<file path="src/rtl/uart_pkg.sv">
// uart_pkg: shared definitions for the console UART path.
//   state_t           - serializer state encoding (IDLE, START, DATA, PARITY, STOP)
//   START_BIT         - line level of the start bit
//   STOP_BIT          - line level of the stop bit (and idle level)
//   DEFAULT_DIV_WIDTH - default width of the bit-period divisor
package uart_pkg;

  typedef enum logic [2:0] {
    IDLE   = 3'd0,
    START  = 3'd1,
    DATA   = 3'd2,
    PARITY = 3'd3,
    STOP   = 3'd4
  } state_t;

  localparam logic START_BIT = 1'b0;
  localparam logic STOP_BIT  = 1'b1;

  localparam int DEFAULT_DIV_WIDTH = 16;

endpackage

</file>
<file path="src/rtl/uart_bit_timer.sv">
// uart_bit_timer: bit-period down-counter shared by the UART transmitter and
// (later) the receiver.
//   clk      - system clock
//   reset    - asynchronous active-high reset
//   load     - latch period and restart the count at period-1
//   enable   - count while high; holds otherwise
//   period   - clocks per bit; 0 is treated as 1
//   bit_tick - high for one clock on the last clock of every bit period
module uart_bit_timer
  import uart_pkg::*;
#(
  parameter int DIV_WIDTH = DEFAULT_DIV_WIDTH
) (
  input  logic                 clk,
  input  logic                 reset,
  input  logic                 load,
  input  logic                 enable,
  input  logic [DIV_WIDTH-1:0] period,
  output logic                 bit_tick
);

  logic [DIV_WIDTH-1:0] period_reg;
  logic [DIV_WIDTH-1:0] count_reg;
  logic [DIV_WIDTH-1:0] period_eff;

  // Clamp to at least 1 so period-1 can never wrap below zero.
  assign period_eff = (period == '0) ? DIV_WIDTH'(1) : period;

  always_ff @(posedge clk or posedge reset) begin
    if (reset) begin
      period_reg <= '0;
      count_reg  <= '0;
    end else if (load) begin
      period_reg <= period_eff;
      count_reg  <= period_eff - DIV_WIDTH'(1);
    end else if (enable) begin
      if (count_reg == '0) begin
        // Auto-reload from the latched period so later bits keep the frame's rate.
        count_reg <= (period_reg == '0) ? '0 : period_reg - DIV_WIDTH'(1);
      end else begin
        count_reg <= count_reg - DIV_WIDTH'(1);
      end
    end
  end

  assign bit_tick = enable && (count_reg == '0);

endmodule

</file>
<file path="src/rtl/uart_tx_serializer.sv">
// uart_tx_serializer: drains words from a first-word-fall-through FIFO and
// sends each as an 8N1 frame (start, DATA_WIDTH bits LSB first, stop).
// Optional feature macro: UART_TX_PARITY_EN adds an even-parity bit between
// the data bits and the stop bit.
//   clk        - system clock
//   reset      - asynchronous active-high reset
//   div        - clocks per bit, sampled at each frame load (0 and 1 -> 1)
//   fifo_dout  - FIFO head word, valid while fifo_empty is low
//   fifo_empty - FIFO empty flag
//   fifo_pop   - one-cycle pop strobe (combinational)
//   tx         - serial line, idle high (registered)
//   busy       - high whenever a frame is in flight (registered)
module uart_tx_serializer
  import uart_pkg::*;
#(
  parameter int DATA_WIDTH = 8,
  parameter int DIV_WIDTH  = DEFAULT_DIV_WIDTH
) (
  input  logic                  clk,
  input  logic                  reset,
  input  logic [DIV_WIDTH-1:0]  div,
  input  logic [DATA_WIDTH-1:0] fifo_dout,
  input  logic                  fifo_empty,
  output logic                  fifo_pop,
  output logic                  tx,
  output logic                  busy
);

  localparam int CNT_W = (DATA_WIDTH > 1) ? $clog2(DATA_WIDTH) : 1;
  localparam logic [CNT_W-1:0] LAST_BIT = CNT_W'(DATA_WIDTH - 1);

  state_t                state_reg, state_next;
  logic [DATA_WIDTH-1:0] shift_reg, shift_next;
  logic [CNT_W-1:0]      bit_cnt_reg, bit_cnt_next;
  logic                  tx_reg, tx_next;
  logic                  busy_reg, busy_next;
  logic                  load;
  logic                  bit_tick;
`ifdef UART_TX_PARITY_EN
  logic                  parity_reg;
`endif

  uart_bit_timer #(
    .DIV_WIDTH(DIV_WIDTH)
  ) u_timer (
    .clk     (clk),
    .reset   (reset),
    .load    (load),
    .enable  (state_reg != IDLE),
    .period  (div),
    .bit_tick(bit_tick)
  );

  always_comb begin
    state_next   = state_reg;
    shift_next   = shift_reg;
    bit_cnt_next = bit_cnt_reg;
    load         = 1'b0;

    case (state_reg)
      IDLE: begin
        if (!fifo_empty) load = 1'b1;
      end
      START: begin
        if (bit_tick) begin
          state_next   = DATA;
          bit_cnt_next = '0;
        end
      end
      DATA: begin
        if (bit_tick) begin
          if (bit_cnt_reg == LAST_BIT) begin
`ifdef UART_TX_PARITY_EN
            state_next = PARITY;
`else
            state_next = STOP;
`endif
          end else begin
            bit_cnt_next = bit_cnt_reg + CNT_W'(1);
            shift_next   = shift_reg >> 1;
          end
        end
      end
`ifdef UART_TX_PARITY_EN
      PARITY: begin
        if (bit_tick) state_next = STOP;
      end
`endif
      STOP: begin
        // Final stop clock: chain straight into the next frame if data waits.
        if (bit_tick) begin
          if (!fifo_empty) load = 1'b1;
          else             state_next = IDLE;
        end
      end
      default: state_next = IDLE;
    endcase

    if (load) begin
      state_next   = START;
      shift_next   = fifo_dout;
      bit_cnt_next = '0;
    end

    // tx is registered, so it is derived from where the FSM is going next.
    case (state_next)
      START:   tx_next = START_BIT;
      DATA:    tx_next = shift_next[0];
`ifdef UART_TX_PARITY_EN
      PARITY:  tx_next = parity_reg;
`endif
      default: tx_next = STOP_BIT;
    endcase

    busy_next = (state_next != IDLE);
  end

  always_ff @(posedge clk or posedge reset) begin
    if (reset) begin
      state_reg   <= IDLE;
      shift_reg   <= '0;
      bit_cnt_reg <= '0;
      tx_reg      <= STOP_BIT;
      busy_reg    <= 1'b0;
    end else begin
      state_reg   <= state_next;
      shift_reg   <= shift_next;
      bit_cnt_reg <= bit_cnt_next;
      tx_reg      <= tx_next;
      busy_reg    <= busy_next;
    end
  end

`ifdef UART_TX_PARITY_EN
  always_ff @(posedge clk or posedge reset) begin
    if (reset)     parity_reg <= 1'b0;
    else if (load) parity_reg <= ^fifo_dout;
  end
`endif

  assign fifo_pop = load;
  assign tx       = tx_reg;
  assign busy     = busy_reg;

endmodule

</file>
<file path="config.mk">
export PLATFORM = sky130hd
export DESIGN_NAME = uart_tx_serializer
export DESIGN_NICKNAME = d
export VERILOG_FILES = /design/src/rtl/uart_pkg.sv /design/src/rtl/uart_bit_timer.sv /design/src/rtl/uart_tx_serializer.sv
export SDC_FILE = /design/constraint.sdc
export NUM_CORES = 1
export LEC_CHECK = 0
export CAP_MARGIN = 40
export CORE_ASPECT_RATIO = 0.5
export CORE_UTILIZATION = 52
export DETAILED_ROUTE_END_ITERATION = 8
export PLACE_DENSITY = 0.76
export SLEW_MARGIN = 20
export SYNTH_ARGS = -nofsm -noshare
export SYNTH_HDL_FRONTEND = slang
export SYNTH_HIERARCHICAL = 1
export SYNTH_SLANG_ARGS = --single-unit
export TNS_END_PERCENT = 100
</file>
<file path="constraint.sdc">
create_clock -name clk -period 3.75 [get_ports clk]
set_clock_uncertainty 0.15 [all_clocks]
set_input_delay 0.5625 -clock clk [delete_from_list [all_inputs] [get_ports clk]]
set_output_delay 0.5625 -clock clk [all_outputs]
set_load 0.01 [all_outputs]
</file>
Word level (Yosys, flattened, before mapping)
Index checks and enable logic that the tools add are counted.

storage, ports and cells
  memory bits (writable) = 0
  memories kept = 0
  bits in latches = 0
  bits of input ports = 27
  register bits = 48
  bits in read-only memories = 0
  output and inout port bits = 3

operators by class
  add/subtract/negate cells = 4
  bitwise operators = 0
  muxes and demuxes = 25
  multiply operators = 0
  shifts and indexed selects = 0
  div/mod/pow operators = 0
  reduce and logical (&&, ||, !) cells = 13
  order comparisons = 0
  equal/unequal tests = 10

operator list
  cell                                                                   number
  16-bit two-way mux                                                     5
  16-bit logical NOT                                                     3
  16-bit by 1-bit subtractor with 16-bit output (second input constant)  3
  8-bit two-way mux                                                      4
  3-bit two-way mux                                                      10
  3-bit case mux with 4 select lines                                     1
  3-bit inequality test (second input constant)                          3
  3-bit nonzero test                                                     3
  3-bit by 1-bit == test with 1-bit output (second input constant)       2
  3-bit by 2-bit == test with 1-bit output (second input constant)       2
  3-bit == test (second input constant)                                  2
  3-bit case mux with 2 select lines                                     1
  2-bit nonzero test                                                     3
  1-bit case mux with 2 select lines                                     2
  4-bit AND reduction                                                    1
  3-bit by 1-bit adder with 3-bit output (second input constant)         1
  3-bit logical NOT                                                      1
  3-bit AND reduction                                                    1
  1-bit two-way mux                                                      2
  2-bit inequality test (second input constant)                          1
  1-bit logical AND                                                      1

Longest topological paths before layout
  word-level depth = 7
  gate-level depth with buffers = 12

Hierarchy
Netlist, hierarchy kept.

by module, submodules not included
  module              times used  cells each  area an instance (µm²)  seq. area each (µm²)
  uart_bit_timer      1           274         2442.3                  800.8
  uart_tx_serializer  1           64          747.0                   401.6

Least setup slack after synthesis
No wires, ideal clock.

  kind = register to register
  start = register u_timer.count_reg[2]
  end = register u_timer.period_reg[2]
  stages on the path, launching flop included = 11
  arrival = 3.223 ns
  setup time = 0.125 ns
  path buffers = 2
  slack = 0.252 ns
  cells stage by stage = dfrtp_1 or4_1 nor4_1 nand4_1 nor2_1 nor2b_1 or4_4 clkinv_4 clkbuf_1 clkbuf_1 mux2_2

on the way
  word-level cells in the longest chain between the ends = 4

RTL lines
  item                                RTL line                  text
  start: declaration                  uart_bit_timer.sv:23      logic [DIV_WIDTH-1:0] count_reg;
  start signal: assignment            uart_bit_timer.sv:35      count_reg <= period_eff - DIV_WIDTH'(1);
  start signal: assignment            uart_bit_timer.sv:39      count_reg <= (period_reg == '0) ? '0 : period_reg - DIV_WIDTH'(1);
  start signal: assignment            uart_bit_timer.sv:41      count_reg <= count_reg - DIV_WIDTH'(1);
  16-bit logical NOT                  uart_bit_timer.sv:46      assign bit_tick = enable && (count_reg == '0);
  1-bit logical AND                   uart_bit_timer.sv:46
  via bit_tick                        uart_tx_serializer.sv:38  logic bit_tick;
  1-bit two-way mux                   uart_tx_serializer.sv:91  if (bit_tick) begin
  1-bit case mux with 2 select lines  uart_tx_serializer.sv:60  case (state_reg)
  via fifo_pop                        uart_tx_serializer.sv:24  output logic fifo_pop,
  end signal: assignment              uart_bit_timer.sv:34      period_reg <= period_eff;
  end: declaration                    uart_bit_timer.sv:22      logic [DIV_WIDTH-1:0] period_reg;

The timed path passes the listed nets, and every way through them passes these cells.
A chain may end at the register's enable or synchronous reset.

Worst setup path in the final report
  start = register u_timer.count_reg[3]
  end = register u_timer.count_reg[9]

on the way
  word-level cells in the longest chain between the ends = 5
  elaborated cells between the ends (all ways) = 9

RTL lines
  item                                                             RTL line
  16-bit logical NOT (*)                                           uart_bit_timer.sv:46
  1-bit logical AND (*)                                            uart_bit_timer.sv:46
  via bit_tick                                                     uart_tx_serializer.sv:38
  1-bit two-way mux (*)                                            uart_tx_serializer.sv:91
  1-bit case mux with 2 select lines (*)                           uart_tx_serializer.sv:60
  16-bit two-way mux / 2-bit nonzero test (equally long branches)  --

Mark *: on every way through the listed nets, which the timed path passes. The rest lies on a longest branch. The select of a mux whose other input is x is not followed.

==> run_results.csv <==
group,metric,value,unit
pwr,p_leak,0.00147,µW
flow_run,maxCapViolations,0,
setup_path,cp-startpoint,"u_timer/count_reg[3]",
drt,drc_errors,0,
setup_path,worstSetupStartpointType,"flop",
layout,layout.nets,407,
clock_tree,cts_tree,"done",
place,place_hpwl,6040,µm
pwr,p_per_area,446,mW/mm²
timing,fin_crit_sh,90.0,%
clock_tree,cts_sinks,48,
drt,wl_per_cell,18.5,µm
clock_tree,ctsHoldBuffers,0,
timing,hold_viol,0,
timing,rsz0062_at_grt,"false",
setup_path,r2r_cells,13,
place,port_buffers,29,
pwr,internal_power,1110,µW
pwr,p_comb_share,29.6,%
layout,regArea,0.00120,mm²
setup_path,end_kind,"flop",
layout,antenna_cells,0,
worst_hold_path,min_path_cells,1,
drt,routed-wl-met3,700,µm
synth,synth-simple-area-share,23.7,%
synth,yosysWarnings,6,
clock_tree,path_clk_slew,0.07,ns
place,place_area,0.00359,mm²
pwr,pwr-share-clk,26.0,%
grt,grt_overflow,0,
setup_path,crit_path_max_fanout,57,
place,gp_congestion,0.910,
synth,synthXorXnorAreaFrac,7.14,%
synth,avgSynthCellArea,9.44,µm²
drt,drt-initial-drc-count,252,
floorplan,ios,30,
pwr,sw_frac_of_total,34.4,%
synth,synth_cells,338,
synth,synthFlopType,"dfrtp_1",
timing,slew-limit-headroom,54.7,%
clock_tree,cts_root_buffer,"clkbuf_16",
status,status,"complete, no violations",
layout,multi_input_area,0.00188,mm²
drt,wl_met2,3610,µm
drt,first_pass_iters,4,
layout,drive_gt1_share,14.7,%
grt,grt_max_degree,58,
timing,timing.fmax,296,MHz
drt,drtAntennaViolNets,0,
timing,drv_slew,0,
clock_tree,cts_buffer_depth,2,
setup_path,critical_path_required,3.83,ns
setup_path,critical_path_class,"flop to flop",
clock_tree,htreeDepth,2,
layout,fillers,438,
timing,tns,0,ns
synth,synth_top_cell_area_share,36.9,%
place,dp_slack,0.215,ns
synth,ys_seq_area_share,37.7,%
drt,via_per_inst,6.42,
timing,holdWs,0.338,ns
setup_path,cp_data_arrival_time,3.45,ns
drt,m1WireLength,3920,µm
worst_hold_path,hp-class,"flop to flop",
synth,synth_top_family_by_area,"simple AND/OR/NAND/NOR gates",
synth,synth_top_area_cell,"dfrtp_1",
floorplan,start_util,56.1,%
floorplan,die_w,113,µm
drt,wl,8260,µm
drt,dr_total_vias,2870,
setup_path,r2r_start,"u_timer/count_reg[3]",
synth,synth_fa_ha_area_share,2.75,%
clock_tree,cts-buffers-inserted,5,
grt,grt_pass1_vias,2671,
timing,worst_slack,0.374,ns
timing,setup_viol,0,
synth,synth_mux_area_share,5.30,%
drt,top_layer,"met4",
synth,netlist_area,0.00319,mm²
synth,synthDistinctLibCells,63,
pwr,peakVddDrop,0.000186,V
synth,synth_edf_count,0,
worst_hold_path,min_from,"shift_reg[2]",
floorplan,die_y,57.4,µm
timing,tightestPinTransition,0.673,ns
synth,synth.area.top_cells,"dfrtp_1 (37%), mux2_2 (5.3%), xnor2_1 (3.8%)",
synth,yosys_register_bits,48,
layout,design_area,0.00379,mm²
floorplan,coreArea,0.00568,mm²
synth,synth-async-reset-ratio,100,%
grt,grt_antenna_before_repair,0,
floorplan,rows,19,
layout,layout-area-overhead-vs-synth,18.7,%
grt,grt_use_total,27.4,%
synth,synth_nets,372,
floorplan,die_area,0.00647,mm²
synth,synth_compound_area_share,19.3,%
grt,grt_pass1_wl,13600,µm
clock_tree,clock_latency,0.29,ns
timing,fin_crit,3.38,ns
pwr,p_sw,580,µW
pwr,seqPwrFrac,44.4,%
==> final timing paths <==
check,end,slack (ns)
max reg2reg,u_timer/count_reg[9],0.37
min,shift_reg[2],0.34
max in group asynchronous,state_reg[2],2.55
min reg2reg,shift_reg[2],0.34
max,u_timer/count_reg[9],0.37
min in group asynchronous,shift_reg[6],0.52
==> critical path, cell delays in order, from the launching register on <==
cell and delay [ns]:
dfrtp_2 0.44, or4_4 0.55, nor4_2 0.23, nand4_1 0.17, nor2_4 0.16, nor2b_1 0.08, or4_4 0.47, clkinv_4 0.08
buf_12 0.24, inv_1 0.14, nand2_1 0.22, a21oi_1 0.07, o211ai_1 0.09, o311a_1 0.19
==> Yosys cell counts (3+ instances only) <==
master	number
nand2_1	13
o22ai_1	6
ha_1	7
o31a_1	3
o311a_1	3
xnor2_1	14
buf_2	4
a211oi_1	7
o31ai_1	5
a21oi_1	14
nor2b_1	4
nand3_1	12
nor3b_1	5
o21ai_0	13
a311oi_1	3
nor4_1	13
a31oi_1	5
dfrtp_1	47
nor3_1	16
mux2_2	15
inv_1	14
xor2_1	12
or3_1	10
o21a_1	4
nand4_1	5
a22o_1	6
or4_1	7
o21ai_1	4
a21o_1	3
clkbuf_1	8
nor2_1	17
==> cell families (layout without fill, tap and decap cells) <==
logic type,Yosys count,after routing
simple gates,123,123
compound gates,89,89
flops,48,48
buf+inv,30,66
xor+xnor,26,26
mux,15,15
fa+ha+maj,7,7
==> cell usage in the layout (no fill, tap or decap), types with 13 or more instances in the layout <==
cell type	n
a21oi_1	14
buf_4	13
clkdlybuf4s50_1	28
dfrtp_1	45
inv_1	14
mux2_2	15
nand2_1	13
nor2_1	16
nor3_1	16
o21ai_0	13
xnor2_1	14
==> power by group through the flow <==
| stage | clock (µW) | combinational (µW) | sequential, µW |
|---|---|---|---|
| after detailed placement | 0 | 456 | 750 |
| after global routing | 477 | 542 | 760 |
| after global placement | 0 | 444 | 738 |
| after floorplan | 0 | 330 | 714 |
| after CTS | 448 | 485 | 739 |
| final | 439 | 499 | 749 |
==> metrics by stage <==
step	util [%]	total power, µW	cells
2_1_floorplan	-	1040	338
3_3_place_gp	63.2	1180	435
3_5_place_dp	63.2	1210	435
4_1_cts	66.4	1670	446
5_1_grt	66.6	1780	447
6_report	66.6	1690	447
==> layout make-up <==
type / count / share of cell area, %
Multi-Input combinational cell: 260 / 49.6
Sequential cell: 48 / 31.8
Timing Repair Buffer: 43 / 10.8
Clock buffer: 6 / 3.40
Tap cell: 73 / 2.41
Inverter: 15 / 1.62
Clock inverter: 2 / 0.330
==> repair_timing <==
action	in CTS	in global routing
setup endpoints to repair	1	1
resized for setup	5	3
hold endpoints to repair	0	0
pin swaps	1	2
setup buffers	3	1
==> per-layer routing <==
| metal | track usage (%) | vias up |
|---|---|---|
| met1 | 39.3 | 1361 |
| met2 | 42.0 | 130 |
| li1 | - | 1373 |
| met4 | 5.14 | 0 |
| met3 | 7.44 | 6 |
| met5 | 0 | - |
No activity file was read; power rests on OpenSTA's default activity.
